**src/rtl/seg7_pkg.sv**
```systemverilog
// Shared types and constants for the 4-digit 7-segment scan stage.
package seg7_pkg;
  typedef enum logic {BLANK, DISP} state_e;

  // Active-low glyphs, bit order g..a, indexed by nibble value.
  localparam logic [15:0][6:0] GLYPH = {
    7'h0E, 7'h06, 7'h21, 7'h46, 7'h03, 7'h08, 7'h10, 7'h00,
    7'h78, 7'h02, 7'h12, 7'h19, 7'h30, 7'h24, 7'h79, 7'h40
  };

  localparam logic [7:0] SEG_OFF = 8'hFF;
  localparam logic [3:0] AN_OFF  = 4'hF;
endpackage

```
**src/rtl/seg7_scan_mux_if.sv**
```systemverilog
// Register-side value/controls and display pins of the scan stage.
interface seg7_scan_mux_if;
  logic [15:0] VALUE_IN;
  logic [3:0]  DOT_IN;
  logic        LZB_EN;
  logic [7:0]  HEX_OUT;
  logic [3:0]  SEG_SELECT;
  logic        FRAME_TICK;

  modport master (output VALUE_IN, DOT_IN, LZB_EN, input HEX_OUT, SEG_SELECT, FRAME_TICK);
  modport slave  (input VALUE_IN, DOT_IN, LZB_EN, output HEX_OUT, SEG_SELECT, FRAME_TICK);
endinterface

```
**src/rtl/hex_to_seg7.sv**
```systemverilog
// Nibble to active-low cathodes; blank forces segments off but keeps the DP.
module hex_to_seg7 import seg7_pkg::*; (
  input  logic [3:0] nibble,
  input  logic       dot,
  input  logic       blank,
  output logic [7:0] seg
);
  assign seg = {~dot, blank ? 7'h7F : GLYPH[nibble]};
endmodule

```
**src/rtl/seg7_scan_mux.sv**
```systemverilog
// Refresh-timed digit scanner with ghost blanking, leading-zero suppression
// and a per-frame input snapshot so a mid-frame write never tears.
module seg7_scan_mux import seg7_pkg::*; #(
  parameter int CLK_DIV      = 100000,
  parameter int BLANK_CYCLES = 1000,
  parameter int CNT_W        = 20
) (
  input  logic           CLK,
  input  logic           RESET,
  seg7_scan_mux_if.slave bus
);
  localparam logic [CNT_W-1:0] DISP_LAST  = CNT_W'(CLK_DIV - 1);
  localparam logic [CNT_W-1:0] BLANK_LAST = CNT_W'(BLANK_CYCLES - 1);

  state_e           state, nxt_state;
  logic [1:0]       idx, nxt_idx;
  logic [CNT_W-1:0] cnt, nxt_cnt;
  logic [15:0]      snap_v, nxt_v;
  logic [3:0]       snap_d, nxt_d;
  logic             snap_l, nxt_l;
  logic             snap_take;
  logic             lzb_hide;
  logic [7:0]       seg;

  always_comb begin
    nxt_state = state;
    nxt_idx   = idx;
    nxt_cnt   = cnt + 1'b1;
    snap_take = 1'b0;
    if (state == DISP) begin
      if (cnt == DISP_LAST) begin
        nxt_cnt = '0;
        if (BLANK_CYCLES == 0) begin
          nxt_idx   = idx + 1'b1;
          snap_take = (idx == 2'd3);
        end else begin
          nxt_state = BLANK;
        end
      end
    end else if (BLANK_CYCLES == 0 || cnt == BLANK_LAST) begin
      nxt_cnt   = '0;
      nxt_state = DISP;
      nxt_idx   = idx + 1'b1;
      snap_take = (idx == 2'd3);
    end
    nxt_v = snap_take ? bus.VALUE_IN : snap_v;
    nxt_d = snap_take ? bus.DOT_IN   : snap_d;
    nxt_l = snap_take ? bus.LZB_EN   : snap_l;
  end

  // Decode the digit about to be shown so pins move on the same edge as the state.
  assign lzb_hide = nxt_l && (nxt_idx != 2'd0) && ((nxt_v >> {nxt_idx, 2'b00}) == 16'h0);

  hex_to_seg7 u_dec (
    .nibble (nxt_v[{nxt_idx, 2'b00} +: 4]),
    .dot    (nxt_d[nxt_idx]),
    .blank  (lzb_hide),
    .seg    (seg)
  );

  always_ff @(posedge CLK or negedge RESET) begin
    if (!RESET) begin
      state          <= BLANK;
      idx            <= 2'd3;
      cnt            <= '0;
      snap_v         <= '0;
      snap_d         <= '0;
      snap_l         <= 1'b0;
      bus.HEX_OUT    <= SEG_OFF;
      bus.SEG_SELECT <= AN_OFF;
      bus.FRAME_TICK <= 1'b0;
    end else begin
      state          <= nxt_state;
      idx            <= nxt_idx;
      cnt            <= nxt_cnt;
      snap_v         <= nxt_v;
      snap_d         <= nxt_d;
      snap_l         <= nxt_l;
      bus.HEX_OUT    <= (nxt_state == DISP) ? seg : SEG_OFF;
      bus.SEG_SELECT <= (nxt_state == DISP) ? ~(4'b0001 << nxt_idx) : AN_OFF;
      bus.FRAME_TICK <= snap_take;
    end
  end
endmodule
```
**src/flat_wrapper.sv**
```systemverilog
// flat-port wrapper written by rule: the top's interface ports become plain ports
module seg7_scan_mux_flat import seg7_pkg::*;
#(
  parameter int CLK_DIV      = 100000,
  parameter int BLANK_CYCLES = 1000,
  parameter int CNT_W        = 20
)
  (CLK, RESET, bus_VALUE_IN, bus_DOT_IN, bus_LZB_EN, bus_HEX_OUT, bus_SEG_SELECT, bus_FRAME_TICK);
  seg7_scan_mux_if bus_i ();
  input  logic CLK;
  input  logic RESET;
  input wire logic [$bits(bus_i.VALUE_IN)-1:0] bus_VALUE_IN;
  input wire logic [$bits(bus_i.DOT_IN)-1:0] bus_DOT_IN;
  input wire logic [$bits(bus_i.LZB_EN)-1:0] bus_LZB_EN;
  output wire logic [$bits(bus_i.HEX_OUT)-1:0] bus_HEX_OUT;
  output wire logic [$bits(bus_i.SEG_SELECT)-1:0] bus_SEG_SELECT;
  output wire logic [$bits(bus_i.FRAME_TICK)-1:0] bus_FRAME_TICK;
  assign bus_i.VALUE_IN = bus_VALUE_IN;
  assign bus_i.DOT_IN = bus_DOT_IN;
  assign bus_i.LZB_EN = bus_LZB_EN;
  assign bus_HEX_OUT = bus_i.HEX_OUT;
  assign bus_SEG_SELECT = bus_i.SEG_SELECT;
  assign bus_FRAME_TICK = bus_i.FRAME_TICK;
  seg7_scan_mux #(.CLK_DIV(CLK_DIV), .BLANK_CYCLES(BLANK_CYCLES), .CNT_W(CNT_W)) u_core (.CLK(CLK), .RESET(RESET), .bus(bus_i));
endmodule
```
**config.mk**
```make
export PLATFORM = sky130hd
export DESIGN_NAME = seg7_scan_mux_flat
export DESIGN_NICKNAME = d
export VERILOG_FILES = /design/src/rtl/seg7_pkg.sv /design/src/rtl/seg7_scan_mux_if.sv /design/src/rtl/hex_to_seg7.sv /design/src/rtl/seg7_scan_mux.sv /design/src/flat_wrapper.sv
export SDC_FILE = /design/constraint.sdc
export NUM_CORES = 1
export LEC_CHECK = 0
export BUFFER_PORTS_ARGS = -buffer_cell sky130_fd_sc_hd__buf_4
export CAP_MARGIN = 25
export CORE_MARGIN = 2
export CORE_UTILIZATION = 28
export DETAILED_ROUTE_END_ITERATION = 10
export SYNTH_ARGS = -nofsm -noshare
export SYNTH_HDL_FRONTEND = slang
export SYNTH_SLANG_ARGS = --single-unit
export TNS_END_PERCENT = 1
```
**constraint.sdc**
```tcl
create_clock -name CLK -period 7.5 [get_ports CLK]
set_clock_uncertainty 0.05 [all_clocks]
set_input_delay 0.75 -clock CLK [delete_from_list [all_inputs] [get_ports CLK]]
set_output_delay 0.75 -clock CLK [all_outputs]
set_load 0.005 [all_outputs]
```
==> results of run 1 <==
stage by stage:
stage          cells  power, mW  utilization
4_1_cts          507      0.700        0.346
5_1_grt          507      0.716        0.346
3_3_place_gp     491      0.340        0.322
3_5_place_dp     491      0.340        0.322
2_1_floorplan    328      0.321            -
6_report         507      0.693        0.346
worst max-delay path, delay by kind of cell, from the launching register on:
| family | cells | cell delay (ns) |
|---|---|---|
| simple gates | 3 | 1.46 |
| mux | 3 | 0.89 |
| compound gates | 4 | 0.85 |
| fa+ha+maj | 2 | 0.47 |
| flops | 1 | 0.38 |
| buf+inv | 1 | 0.16 |
cell usage in the layout, fill, tap and decap left out, types with 4 or more instances in the layout:
master     Yosys  routed
nand2_1       84      84
dfrtp_1       43      43
buf_4          2      36
nor2_1        25      25
nand3_1       20      20
dfstp_2       14      14
mux2i_1       10      10
xnor2_1        9       9
xor2_1         9       9
ha_1           9       9
clkbuf_16      0       9
a21oi_1        8       8
inv_1          7       7
o211ai_1       6       6
clkbuf_1       3       5
mux2_2         4       4
a211oi_1       4       4
a311o_1        4       4
power by group:
part | switching, mW | internal, mW
logic | 0.0141 | 0.0109
clock network | 0.126 | 0.232
registers | 0.000505 | 0.310
flip-flops by register name (all words and copies together) (netlist names):
| register | count |
|---|---|
| u_core.bus.FRAME_TICK | 1 |
| u_core.bus.SEG_SELECT | 4 |
| u_core.state | 1 |
| u_core.cnt | 20 |
| u_core.snap_l | 1 |
| u_core.idx | 2 |
| u_core.bus.HEX_OUT | 8 |
| u_core.snap_v | 16 |
| u_core.snap_d | 4 |
routing by layer:
layer,global-route usage,vias to the layer above,part of all wire
li1,-,1210,-
met1,0.181,1201,0.48
met2,0.193,66,0.45
met3,0.0194,13,0.045
met4,0.0670,0,0.025
met5,0,-,0
kinds of logic after synthesis:
family	Yosys count
simple gates	163
flops	57
compound gates	42
buf+inv	22
xor+xnor	18
mux	17
fa+ha+maj	9
how the worst max path moves through the flow:
stage / end / from / depth (start not counted)
2_1_floorplan: u_core.bus.HEX_OUT[2] / u_core.cnt[0] / 14
3_3_place_gp: u_core.bus.HEX_OUT[4] / u_core.cnt[0] / 13
3_5_place_dp: u_core.bus.HEX_OUT[4] / u_core.cnt[0] / 13
4_1_cts: u_core.bus.HEX_OUT[4] / u_core.cnt[0] / 13
5_1_grt: u_core.bus.HEX_OUT[4] / u_core.cnt[0] / 13
6_report: u_core.bus.HEX_OUT[4] / u_core.cnt[0] / 13
area by class of cell:
type                            instances  share of cell area
Sequential cell                        57               0.382
Inverter                                9             0.00893
Multi-Input combinational cell        249               0.422
Tap cell                              140              0.0463
Clock inverter                          1             0.00132
Timing Repair Buffer                   36              0.0715
Clock buffer                           15              0.0682
==> impl_metrics.csv, run 1 <==
group,metric,value,unit
sta,fin_crit_sh,0.586,
die,fp.dieArea,12100,um2
sta,setup_tns,0,ns
clock_network,cts_resized,0,
synthesis,ys_seq_area_frac,0.458,
setup_path,startpoint_type,"flip-flop",
route,drtIter0Drc,247,
synthesis,yosys-mux-area-fraction,0.0599,
setup_path,crit_path_max_incr_delay,0.78,ns
sta,finalMaxSlewViolations,0,
finish,n_antenna_cell,0,
setup_path,crit_required,7.64,ns
synthesis,synth_xor_area_frac,0.0500,
clock_network,clockRootBuffer,"clkbuf_16",
route,ant_nets,0,
place,placedInstanceArea,3520,um2
finish,multi_input_area,1600,um2
finish,seqCellArea,1440,um2
route,drt_wl_total,7210,um
synthesis,synth_compound_area_frac,0.109,
flow_run,maxCapViolations,0,
sta,setup_viol,0,
finish,area_delta_synth_final,19.8,%
synthesis,syn_avg_cell_area,9.62,um2
synthesis,yosys.cell_count.top_type,"nand2_1",
route,drc,0,
finish,final_layout_size_suffix_gt1_frac,0.226,
synthesis,netlist-cell-type-count,62,
min_path,min_path_type,"reg2reg",
sta,slew_headroom,0.329,
synthesis,ys.flop_type,"dfrtp_1",
setup_path,crit_top_cell,"ha_1",
grt,antenna_found_initial,0,
sta,worstMarginPinSlew,1.00,ns
setup_path,cp_max_fo,25,
die,die-height,110,um
place,post-dp-hpwl,5180,um
min_path,min_from,"u_core.snap_v[5]",
synthesis,synthTopCellsByArea,"dfrtp_1 (34%), dfstp_2 (12%), nand2_1 (10%)",
synthesis,synth_adder_area_share,0.0357,
run_status,status,"complete, no violations",
synthesis,synth_top_area_frac,0.341,
clock_network,cts_tree,"done",
synthesis,ys_ff_latch,57,
sta,fin_crit,4.40,ns
setup_path,crit_path_end_kind,"flip-flop",
power_and_ir_drop,ir_drop,0.0953,mV
setup_path,path_cells,"ha_1 -> nor4b_4 -> and4_1 -> nand3_1 -> mux2_2 -> mux2i_1 -> mux2i_2 -> inv_1 -> ha_1 -> o211ai_1 -> a21oi_1 -> a21boi_1 -> o221ai_1",
clock_network,post_cts_buffers,0,
finish,stdcell_area,3780,um2
sta,whs,0.415,ns
grt,grt_pass1_wl,12200,um
finish,fill_cells,1128,
finish,nets,394,
clock_network,clockBufferDepth,2,
die,ios,36,
synthesis,synth-edff-count,0,
route,via_count,2490,
setup_path,crit_slowest_cell,"nand3_1",
place,portBuffers,35,
place,dp_slack,3.11,ns
route,drtPass1Iterations,4,
grt,gr-total-overflow,0,
synthesis,async_reset_ff_frac,1.00,
power_and_ir_drop,p_per_area,183,nW/um2
sta,worst_slack,3.10,ns
clock_network,hold_buffers,0,
synthesis,ys_top_cells_by_count,"nand2_1 (84), dfrtp_1 (43), nor2_1 (25)",
route,wl_per_cell,14.2,um
place,gp_congestion,0.825,
power_and_ir_drop,leakage,1.60,nW
clock_network,numCtsBuffers,9,
clock_network,insertion_delay,0.32,ns
synthesis,synth_top_area_cell,"dfrtp_1",
synthesis,synth_top_family_by_area,"simple AND/OR/NAND/NOR gates",
setup_path,path_class,"reg2reg",
grt,grt_pass1_vias,2459,
sta,fmax,0.227,GHz
clock_network,cts.clk_slew.worst_paths,0.05,ns
synthesis,syn-num-nets,360,
clock_network,clock-sinks,57,
min_path,hold_depth,2,
die,start_util,0.289,
grt,grt_usage,0.129,
min_path,hold-path-endpoint,"u_core.snap_v[5]",
setup_path,r2r-start,"u_core.cnt[0]",
die,num_rows,38,
route,via_per_inst,4.91,
synthesis,synth_warnings,0,
synthesis,post_synth_instance_area,3160,um2
setup_path,rr_endpoint,"u_core.bus.HEX_OUT[4]",
sta,rsz0062_at_grt,"no",
die,core-area,10900,um2
sta,hold_viol_final,0,
setup_path,reg2reg_slack,3.10,ns
synthesis,yosys.area_share.simple,0.251,
die,die_w,110,um
clock_network,ctsHtreeMaxLevel,3,
setup_path,reg2reg_depth,13,
grt,grt_max_degree,58,
synthesis,synth_cells,328,
setup_path,crit_arrival,4.54,ns
No activity file was read; power rests on OpenSTA's default activity.
==> run 2: changes to the inputs <==
--- a/config.mk
+++ b/config.mk
@@ -5,6 +5,7 @@
 export SDC_FILE = /design/constraint.sdc
 export NUM_CORES = 1
 export LEC_CHECK = 0
+export ABC_AREA = 1
 export BUFFER_PORTS_ARGS = -buffer_cell sky130_fd_sc_hd__buf_4
 export CAP_MARGIN = 25
 export CORE_MARGIN = 2
==> constraint.sdc (replaced) <==
create_clock -name CLK -period 3.6 [get_ports CLK]
set_clock_uncertainty 0.05 [all_clocks]
set_input_delay 0.36 -clock CLK [delete_from_list [all_inputs] [get_ports CLK]]
set_output_delay 0.36 -clock CLK [all_outputs]
set_load 0.005 [all_outputs]
==> run 2 against run 1 <==
  * Worst hold slack got worse by 0.38 ns
  * Register-to-register slack worse by 2.7 ns
  * Design area up 6.5%
  * Synthesized cell count is 32% higher
==> impl_metrics.csv, run 2 <==
group,metric,value,unit
synthesis,synth-edff-count,0,
place,placedInstanceArea,3740,um2
grt,grt_pass1_wl,13000,um
synthesis,synth_compound_area_frac,0.0156,
clock_network,clockRootBuffer,"clkbuf_16",
die,die_w,114,um
synthesis,yosys-mux-area-fraction,0,
run_status,status,"complete, no violations",
setup_path,cp_max_fo,12,
grt,gr-total-overflow,0,
sta,fmax,0.312,GHz
clock_network,ctsHtreeMaxLevel,3,
route,via_per_inst,4.60,
die,ios,36,
power_and_ir_drop,power,1.45,mW
synthesis,ys.flop_type,"dfrtp_1",
setup_path,crit_slowest_cell,"dfrtp_1",
min_path,min_path_type,"in2async",
sta,setup_tns,0,ns
finish,layout_common_cells,"nand2_1 (130), inv_1 (59), dfrtp_1 (43), nor2_1 (41), buf_4 (37)",
setup_path,crit_required,3.82,ns
synthesis,post_synth_instance_area,3360,um2
power_and_ir_drop,p_clk_frac,0.532,
synthesis,yosys.area_share.simple,0.391,
route,drc,0,
setup_path,crit_top_cell,"nand2_1",
route,drt_wl_total,7740,um
sta,worstMarginPinSlew,0.736,ns
power_and_ir_drop,power_frac_seq,0.444,
setup_path,path_cells,"ha_1 -> nand2_1 -> nor2_1 -> nand2_1 -> nor2_4 -> nand4_1 -> nand2_1 -> nand2_1 -> nand3_1 -> nand2_1 -> inv_1 -> ha_1 -> inv_1 -> nor2_1 -> nand2_1 -> nor2_1 -> nand2_1 -> nor2_2 -> nand3_2 -> nand2_1 -> inv_2 -> nand2_1",
power_and_ir_drop,p_per_area,360,nW/um2
sta,rsz0062_at_grt,"no",
finish,largest_reg_flops,20,
synthesis,yosys.cell_count.top_type,"nand2_1",
synthesis,synth_cells,434,
route,drtIter0Drc,186,
setup_path,reg2reg_depth,22,
finish,fill_cells,1182,
clock_network,numCtsBuffers,9,
setup_path,cp_top_family,"simple AND/OR/NAND/NOR gates",
grt,grt_usage,0.129,
die,num_rows,39,
route,wl_per_cell,12.4,um
die,fp.dieArea,12900,um2
setup_path,path_buf_inv,3,
finish,regMostFlops,"u_core.cnt",
clock_network,clock-sinks,57,
synthesis,ys_top_cells_by_count,"nand2_1 (130), inv_1 (59), dfrtp_1 (43)",
power_and_ir_drop,ir_drop,0.230,mV
synthesis,synth_top_family_by_area,"simple AND/OR/NAND/NOR gates",
flow_run,maxCapViolations,0,
synthesis,syn-num-nets,466,
finish,final_core_util,0.348,
power_and_ir_drop,leakage,2.00,nW
clock_network,post_cts_buffers,0,
die,start_util,0.290,
die,core-area,11600,um2
setup_path,reg2reg_slack,0.40,ns
power_and_ir_drop,switchingPower,292,uW
synthesis,async_reset_ff_frac,1.00,
synthesis,synthTopCellsByArea,"dfrtp_1 (32%), nand2_1 (15%), dfstp_2 (11%)",
synthesis,ys_ff_latch,57,
synthesis,synth_adder_area_share,0.0335,
place,gp_congestion,0.840,
power_and_ir_drop,comb_power_share,0.024,
place,portBuffers,35,
power_and_ir_drop,internal_power,1.16,mW
finish,area_delta_synth_final,19.9,%
clock_network,clockBufferDepth,2,
grt,grt_max_degree,58,
synthesis,syn_avg_cell_area,7.74,um2
setup_path,crit_path_end_kind,"flip-flop",
finish,final_common_cell,"nand2_1",
setup_path,r2r-start,"u_core.cnt[0]",
finish,stdcell_area,4030,um2
route,via_count,2866,
synthesis,synth_top_area_cell,"dfrtp_1",
sta,setup_viol,0,
synthesis,synth_xor_area_frac,0.0287,
setup_path,crit_arrival,3.42,ns
finish,final_layout_size_suffix_gt1_frac,0.221,
setup_path,rr_endpoint,"u_core.bus.HEX_OUT[6]",
route,ant_nets,0,
finish,n_antenna_cell,0,
synthesis,netlist-cell-type-count,31,
grt,antenna_found_initial,0,
finish,largest_registers,"u_core.cnt: 20 flops, u_core.snap_v: 16 flops, u_core.bus.HEX_OUT: 8 flops",
sta,hold_viol_final,0,
sta,slew_headroom,0.510,
die,die-height,114,um
sta,finalMaxSlewViolations,0,
finish,nets,507,
grt,grt_pass1_vias,2782,
setup_path,startpoint_type,"flip-flop",
power_and_ir_drop,p_sw_frac,0.202,
clock_network,cts_tree,"done",
synthesis,ys_seq_area_frac,0.430,
setup_path,path_class,"reg2reg",
place,post-dp-hpwl,5720,um
sta,fin_crit,3.20,ns
synthesis,synth_warnings,0,
clock_network,insertion_delay,0.33,ns
sta,whs,0.0338,ns
setup_path,crit_path_max_incr_delay,0.37,ns
clock_network,cts.clk_slew.worst_paths,0.05,ns
synthesis,synth_top_area_frac,0.320,
sta,fin_crit_sh,0.890,
route,drtPass1Iterations,5,
## run 2: changes by cell type after synthesis, moves of 7 or more
cell     before  now
inv_1         7   59
nand2_1      84  130
nand4_1       1   26
nor2_1       25   41
nand2_2       0   13
mux2i_1      10    0
xnor2_1       9    1
nor3_1        2    9
## run 2: per-layer routing
layer	vias up	GRT usage	wire, um
li1	1446	-	-
met5	-	0	0
met3	12	0.0409	315
met1	1355	0.169	3700
met4	0	0.0764	194
met2	53	0.188	3530
## run 2: repair_timing
action                                  CTS  global route
hold buffers                              0             0
resized for setup                         0             1
endpoints found under the setup margin    0             3
## run 2: logic make-up after synthesis
kind of cell               Yosys count
xor gates and xnor gates            11
buffers and inverters               76
and+or+nand+nor                    271
AOI/OAI and AO/OA                   10
DFF                                 57
adders and majority gates            9
## run 2: layout make-up
type / count / area (um2) / share of cell area
clock buffers: 13 / 260 / 0.0647
repair buffers: 37 / 278 / 0.0690
flip-flops and latches: 57 / 1440 / 0.359
inverters: 69 / 267 / 0.0662
multi-input cells: 301 / 1580 / 0.393
clock inverters: 3 / 15.0 / 0.00373
well taps: 143 / 179 / 0.0445
## run 2: worst max-delay path by stage
| stage | slack (ns) | from | endpoint | depth (start not counted) |
|---|---|---|---|---|
| 2_1_floorplan | 0.82 | u_core.idx[0] | u_core.bus.HEX_OUT[2] | 23 |
| 3_3_place_gp | 0.50 | u_core.cnt[0] | u_core.bus.HEX_OUT[2] | 25 |
| 3_5_place_dp | 0.34 | u_core.cnt[0] | u_core.bus.HEX_OUT[6] | 25 |
| 4_1_cts | 0.33 | u_core.cnt[0] | u_core.bus.HEX_OUT[6] | 25 |
| 5_1_grt | 0.006 | u_core.cnt[0] | u_core.bus.HEX_OUT[6] | 22 |
| 6_report | 0.40 | u_core.cnt[0] | u_core.bus.HEX_OUT[6] | 22 |
## run 2: per-stage QoR
stage               setup WS [ns]  cells
floorplan                   0.816    434
global placement            0.501    607
detailed placement          0.339    607
CTS                         0.331    623
global route              0.00560    623
finish                      0.397    623
## run 2: power groups by stage
stage          Clock (mW)  Combinational [mW]  Sequential [mW]
6_report            0.771              0.0345            0.643
5_1_grt             0.824              0.0393            0.642
4_1_cts             0.792              0.0360            0.643
3_5_place_dp            0              0.0358            0.653
3_3_place_gp            0              0.0350            0.653
2_1_floorplan           0             0.00169            0.653
